==> config.mk <==
export PLATFORM = sky130hd
export DESIGN_NAME = dmem_arbiter
export DESIGN_NICKNAME = d
export VERILOG_FILES = /design/src/rtl/dmem_arbiter_pkg.sv /design/src/rtl/dmem_arbiter_arb.sv /design/src/rtl/dmem_arbiter.sv
export SDC_FILE = /design/constraint.sdc
export NUM_CORES = 1
export LEC_CHECK = 0
export ABC_AREA = 1
export BUFFER_PORTS_ARGS = -buffer_cell sky130_fd_sc_hd__buf_2
export CELL_PAD_IN_SITES_DETAIL_PLACEMENT = 1
export CELL_PAD_IN_SITES_GLOBAL_PLACEMENT = 2
export CORE_UTILIZATION = 10
export DETAILED_ROUTE_END_ITERATION = 8
export PLACE_DENSITY_LB_ADDON = 0.1
export RECOVER_POWER = 100
export SLEW_MARGIN = 20
export SYNTH_ARGS = -nofsm -noshare
export SYNTH_HDL_FRONTEND = slang
export SYNTH_HIERARCHICAL = 1
export SYNTH_SLANG_ARGS = --single-unit
==> constraint.sdc <==
create_clock -name Clock -period 1.9 [get_ports Clock]
set_input_delay 0.38 -clock Clock [delete_from_list [all_inputs] [get_ports Clock]]
set_output_delay 0.38 -clock Clock [all_outputs]
set_load 0.05 [all_outputs]
==> src/rtl/dmem_arbiter_pkg.sv <==
// -----------------------------------------------------------------------------
// dmem_arbiter_pkg
// Shared types and constants for the data-memory arbiter.
//   owner_e   : which requester currently holds the memory (IDLE/CORE/NIC)
//   PORT_*    : requester index used in grant vectors and the read-return tag
//   DMEM_*    : data memory geometry (256 x 64)
// -----------------------------------------------------------------------------
package dmem_arbiter_pkg;

  localparam int DMEM_AW = 8;
  localparam int DMEM_DW = 64;

  localparam logic PORT_CORE = 1'b0;
  localparam logic PORT_NIC  = 1'b1;

  typedef enum logic [1:0] {
    OWN_IDLE = 2'b00,
    OWN_CORE = 2'b01,
    OWN_NIC  = 2'b10
  } owner_e;

  function automatic owner_e port2own(input logic port);
    return (port == PORT_NIC) ? OWN_NIC : OWN_CORE;
  endfunction

endpackage

==> src/rtl/dmem_arbiter_arb.sv <==
// -----------------------------------------------------------------------------
// rr_burst_arb
// Two-way round-robin arbiter with a bounded burst. The current owner keeps
// the grant while both sides request until it has held MAX_BURST consecutive
// cycles; a lone requester is always granted.
// Ports:
//   clk_i   : clock
//   rst_i   : synchronous active-high reset
//   req_i   : request vector, bit PORT_CORE / bit PORT_NIC
//   gnt_o   : one-hot grant (combinational from req_i and registered state)
// -----------------------------------------------------------------------------
module rr_burst_arb
  import dmem_arbiter_pkg::*;
#(
  parameter int MAX_BURST = 4,
  parameter int CNT_W     = 4
) (
  input  logic       clk_i,
  input  logic       rst_i,
  input  logic [1:0] req_i,
  output logic [1:0] gnt_o
);

  owner_e             owner_q, owner_d;
  logic [CNT_W-1:0]   burst_q, burst_d;
  logic               last_q,  last_d;
  logic               hold_ok;
  logic               gnt_port;

  always_comb begin
    gnt_o    = '0;
    owner_d  = owner_q;
    burst_d  = burst_q;
    last_d   = last_q;
    gnt_port = PORT_CORE;
    hold_ok  = (burst_q < CNT_W'(MAX_BURST));

    case (req_i)
      2'b01:   gnt_port = PORT_CORE;
      2'b10:   gnt_port = PORT_NIC;
      2'b11: begin
        if (owner_q == OWN_CORE && hold_ok)     gnt_port = PORT_CORE;
        else if (owner_q == OWN_NIC && hold_ok) gnt_port = PORT_NIC;
        else                                    gnt_port = ~last_q;
      end
      default: gnt_port = PORT_CORE;
    endcase

    if (req_i == 2'b00) begin
      owner_d = OWN_IDLE;
      burst_d = '0;
    end else begin
      gnt_o[gnt_port] = 1'b1;
      // Counter saturates at MAX_BURST so a long solo run hands over at once.
      if (owner_q == port2own(gnt_port))
        burst_d = hold_ok ? burst_q + 1'b1 : burst_q;
      else
        burst_d = CNT_W'(1);
      owner_d = port2own(gnt_port);
      last_d  = gnt_port;
    end
  end

  always_ff @(posedge clk_i) begin
    if (rst_i) begin
      owner_q <= OWN_IDLE;
      burst_q <= '0;
      last_q  <= PORT_NIC;   // core wins the first tie
    end else begin
      owner_q <= owner_d;
      burst_q <= burst_d;
      last_q  <= last_d;
    end
  end

endmodule

==> src/rtl/dmem_arbiter.sv <==
// -----------------------------------------------------------------------------
// dmem_arbiter
// Shares the single-ported 256x64 data memory between the core (port 0) and
// the NIC/host DMA (port 1). One access per cycle, round-robin with burst.
// Read data returns one cycle after the grant, tagged to the requester.
// Ports:
//   Clock, Reset                        : clock, sync active-high reset
//   Core_Req/WrEn/Addr/WrData           : core request
//   Core_Gnt, Core_Stall, Core_RdValid  : core grant, pipeline hold, read valid
//   Nic_Req/WrEn/Addr/WrData            : NIC request
//   Nic_Gnt, Nic_RdValid                : NIC grant, read valid
//   Rd_Data                             : memory read data to both requesters
//   Mem_En/WrEn/Addr/Data_Out           : memory macro command
//   Mem_Data_In                         : memory read data (cycle after read)
// -----------------------------------------------------------------------------
module dmem_arbiter
  import dmem_arbiter_pkg::*;
#(
  parameter int MAX_BURST = 4,
  parameter int CNT_W     = 4
) (
  input  logic               Clock,
  input  logic               Reset,
  input  logic               Core_Req,
  input  logic               Core_WrEn,
  input  logic [DMEM_AW-1:0] Core_Addr,
  input  logic [DMEM_DW-1:0] Core_WrData,
  output logic               Core_Gnt,
  output logic               Core_Stall,
  output logic               Core_RdValid,
  input  logic               Nic_Req,
  input  logic               Nic_WrEn,
  input  logic [DMEM_AW-1:0] Nic_Addr,
  input  logic [DMEM_DW-1:0] Nic_WrData,
  output logic               Nic_Gnt,
  output logic               Nic_RdValid,
  output logic [DMEM_DW-1:0] Rd_Data,
  output logic               Mem_En,
  output logic               Mem_WrEn,
  output logic [DMEM_AW-1:0] Mem_Addr,
  output logic [DMEM_DW-1:0] Mem_Data_Out,
  input  logic [DMEM_DW-1:0] Mem_Data_In
);

  logic [1:0] req, gnt;
  logic       rd_pend_q, rd_pend_d;
  logic       rd_id_q,   rd_id_d;

  assign req[PORT_CORE] = Core_Req;
  assign req[PORT_NIC]  = Nic_Req;

  rr_burst_arb #(
    .MAX_BURST (MAX_BURST),
    .CNT_W     (CNT_W)
  ) u_arb (
    .clk_i (Clock),
    .rst_i (Reset),
    .req_i (req),
    .gnt_o (gnt)
  );

  assign Core_Gnt   = gnt[PORT_CORE];
  assign Nic_Gnt    = gnt[PORT_NIC];
  assign Core_Stall = Core_Req & ~Core_Gnt;

  always_comb begin
    Mem_En       = Core_Gnt | Nic_Gnt;
    Mem_WrEn     = 1'b0;
    Mem_Addr     = '0;
    Mem_Data_Out = '0;
    if (Core_Gnt) begin
      Mem_WrEn     = Core_WrEn;
      Mem_Addr     = Core_Addr;
      Mem_Data_Out = Core_WrData;
    end else if (Nic_Gnt) begin
      Mem_WrEn     = Nic_WrEn;
      Mem_Addr     = Nic_Addr;
      Mem_Data_Out = Nic_WrData;
    end
  end

  // Read-return tag: follows the memory's one-cycle read latency.
  assign rd_pend_d = Mem_En & ~Mem_WrEn;
  assign rd_id_d   = Nic_Gnt ? PORT_NIC : PORT_CORE;

  always_ff @(posedge Clock) begin
    if (Reset) begin
      rd_pend_q <= 1'b0;
      rd_id_q   <= PORT_CORE;
    end else begin
      rd_pend_q <= rd_pend_d;
      rd_id_q   <= rd_id_d;
    end
  end

  assign Core_RdValid = rd_pend_q & (rd_id_q == PORT_CORE);
  assign Nic_RdValid  = rd_pend_q & (rd_id_q == PORT_NIC);
  assign Rd_Data      = Mem_Data_In;

endmodule

==> results.md <==
- The flow ran to the end, but the final reports show violations.
- The checks that failed: negative setup slack.
- The synthesized design spends more area on one cell type than any other, namely nand2_1.
- The prevailing post-synth register cell is dfxtp_1.
- The pin count of the biggest net entering global routing is 26.
- The synthesis-stage register bit count is 9.
- The final worst-path setup slack is -0.284 ns.
- The worst setup path is of the reg2out kind.
- After synthesis, the share of cell area in mux cells is 0.00493.
- Counting along the longest clock path gives a buffer depth of 2.
- The detailed router's first-iteration violation count is 35.
- The sequential area share after synthesis is 0.0887.
- Of the cells placed in the final design, the portion with a size suffix greater than 1 is 0.789.
- The number of H-tree levels is 1.
- The initial utilization of the core area, before any placement, comes to 0.103.
- The average cell area after synthesis is 5.57 sq um.
- The count of antenna diodes in the layout is 0.
- The number of placed cells counting well taps is 792.
- Between clock sinks in the finished design, the worst skew comes to around 0.0027 ns.
- The core region area is 19,700 sq um.
- Clock latency on the worst-skew pair, taken at its later pin, is between 0.2 and 0.25 ns.
- Clock-pin slew was measured on the worst setup and hold paths at ~0.04 ns.
- The analysis attributes to cell leakage a power of ~2.5 nW.
- The most common cell in the synthesized netlist is nand2_1.
- After synthesis, the share of flip-flops with an asynchronous set or reset is 0.
- The achievable clock frequency is between 400 and 500 MHz.
- The power per unit of standard cell area is 549 nW/um^2.
- The number of clock sinks is 9.
- The clock tree from TritonCTS is yes.
- The first detailed-routing pass took 4 iterations.
- The worst-case IR drop observed on VDD is between 0.2 and 0.25 mV.
- The relative slew slack is 0.571.
- The final wirelength is 13.3 mm.
- The endpoint kind of the worst setup timing path is an output port.
- The clock buffer count from CTS is 3.
- The largest family of logic cells by synthesized area is simple AND/OR/NAND/NOR gates.
- The number of warning messages in the yosys log is 6.
- After detailed routing, the number of remaining DRC violations is 0.
- The count of final hold-check violations is 0.
- The transition at the pin with the smallest max-transition slack is between 0.6 and 0.7 ns.
- The number of antenna violations at the first check in global routing is 0.
- Yosys mapped a number of flops with a built-in enable equal to 0.
- In the finished design, the share of the clock period the worst path needs comes to 1.15.
- The routed wirelength normalized by instance count is about 16 um.
- Once detailed placement completed, the half-perimeter wirelength came to about 9 mm.
- The total overflow reported by the global router is 0.
- The commonest cells after synthesis are nand2_1, buf_4, nand3_1.
- Across every metal layer, demand over resource in global routing totals 0.114.
- Synthesis instantiated 22 different standard cells from the library.
- The die footprint is approximately 21,000 sq um.
- The clock root buffer master is clkbuf_16.
- In the routed layout, each cell is associated on average with a via count of about 3.8.
- The number of maximum-capacitance constraint violations is 0.
- After synthesis, the cell types taking the most area are nand2_1, buf_4, nand3_1.
- Counting I/O delays and the setup requirement, the final critical path takes around 2.2 ns.
- At the worst endpoint, the required time is 1.52 ns.
- For this design the top-level I/O count stands at approximately 360.
- Overall power consumption after layout is estimated at between 2 and 3 mW.
- The total nets after synthesis is between 500 and 600.
- In this run the worst hold path is classified as in2reg.
- Once layout is complete, the cells apart from fillers number roughly 800.
- The global-route wire length before repair is between 15 and 20 mm.
- After clock tree synthesis, the flow added hold-fix buffers numbering 0.
- The number of buffers inserted by port buffering is roughly 230.
- At the end of routability-driven placement, the weighted congestion stood at between 0.6 and 0.7.
- In this run the core area contains 51 standard-cell rows.
- The die is 145 um wide.
- The sort of element at the start of the critical path is a flip-flop.
- Of the total synthesized cell area, the portion taken by full adders, half adders and majority gates is 0.00616.
- The area share of the leading cell type in the synthesized netlist is 0.281.
- Setup violations remaining at the end of the flow were counted as slightly below 80.
- Summing all non-filler instances in the final layout gives an area of between 5000 and 6000 sq um.
- Counting every instance in the synthesized netlist gives ~370.
- The remaining antenna violation count after routing is 0.
- The area added between synthesis and finish is 162%.
- The number of global-route vias before repair came to approximately 3.4k.
- The number of max-slew violations in the final report is 0.
- For the worst setup path, the data arrival time is 1.80 ns.
- After detailed placement, the total cell area comes to roughly 3700 sq um.
- The routed layout has just over 3k vias.
- The synthesized-area fraction occupied by ao, oa, aoi and oai cells is 0.0129.
- In this run the worst path has a maximum fanout of 8.
- The mapped netlist covers 2030 sq um.
- The net count of the finished layout is ~770.
- The share of the synthesized netlist area taken by xor and xnor gates is 0.00431.
- Setup repair after global routing could not meet its margin everywhere.
- The chip height is roughly 140 um.
- The simple-gate share of the synthesized area is 0.528.
- The worst hold slack is between 0.3 and 0.4 ns.
## path summary, 6_finish.rpt
path	startpoint	endpoint	slack [ns]	cells after the start
max	u_arb/owner_q[0]	Mem_Data_Out[21]	-0.28	11
min	Reset	rd_id_q	0.40	2
max reg2reg	u_arb/owner_q[0]	rd_pend_q	0.27	11
min reg2reg	u_arb/burst_q[3]	u_arb/burst_q[3]	0.47	2
## critical path, cell delays in order (launching register included)
cell and delay (ns):
dfxtp_2 0.35, inv_2 0.05, nor2_4 0.12, a21oi_4 0.08, a21boi_4 0.17, buf_12 0.16, inv_16 0.07, buf_16 0.15
buf_4 0.13, nand3_2 0.06, nand2_4 0.05, buf_8 0.14
## through the flow
step / worst slack (ns) / TNS, ns / util
after global placement: -0.199 / -11.61 / 0.186
final: -0.284 / -17.31 / 0.270
after floorplan: -0.179 / -2.15 / -
after global routing: -0.354 / -23.63 / 0.270
after CTS: -0.316 / -18.22 / 0.250
after detailed placement: -0.193 / -10.99 / 0.186
## layout make-up
type,count,area [sq um]
Inverter,14,71.3
Clock buffer,4,78.8
Multi-Input combinational cell,255,2060
Fill cell,2335,14400
Sequential cell,9,185
Timing Repair Buffer,273,2590
Tap cell,265,332
## state kept, by name (all words and copies together) (netlist names)
name / count
rd_pend_q: 1
rd_id_q: 1
u_arb/owner_q: 2
u_arb/last_q: 1
u_arb/burst_q: 4
## power by group
part           total (mW)  switching (mW)  internal, mW  leakage (nW)
logic                2.34            1.34          1.00          2.43
clock network       0.371          0.0907         0.280        0.0382
registers           0.212         0.00877         0.203        0.0758
total                2.92            1.44          1.48          2.55
## logic make-up (layout without fill, tap and decap cells)
| group | after synthesis | in the layout |
|---|---|---|
| AND/OR/NAND/NOR | 247 | 248 |
| buffers and inverters | 102 | 291 |
| flip-flops | 9 | 9 |
| AO/OA/AOI/OAI | 4 | 4 |
| adder cells (fa/ha/maj) | 1 | 1 |
| XOR/XNOR | 1 | 1 |
| multiplexers | 1 | 1 |
## routing by layer
layer / vias up / share of wire / GRT usage
li1: 1472 / - / -
met1: 1425 / 0.35 / 0.115
met2: 180 / 0.56 / 0.232
met3: 20 / 0.091 / 0.0328
met4: 0 / 0.0055 / 0.0139
met5: - / 0 / 0
## timing repair
action                     in CTS  in global routing
resized for setup             256                 76
pin swaps                       3                  9
setup buffers                  10                  3
setup endpoints to repair      77                 77
cloned                          9                  5
## layout by cell type (no fill, tap or decap), types with 5 or more instances in the layout
cell type and count:
dfxtp_1 5, buf_8 56, buf_4 14, inv_1 10, buf_12 12, nand3_2 34, buf_2 149, nand2_4 75
buf_6 27, clkbuf_16 7, nand3_1 36, buf_16 9, nor2_1 9, nand2_1 48, nand2_2 32, nand3_4 6
Power figures use the tool's default switching activity.
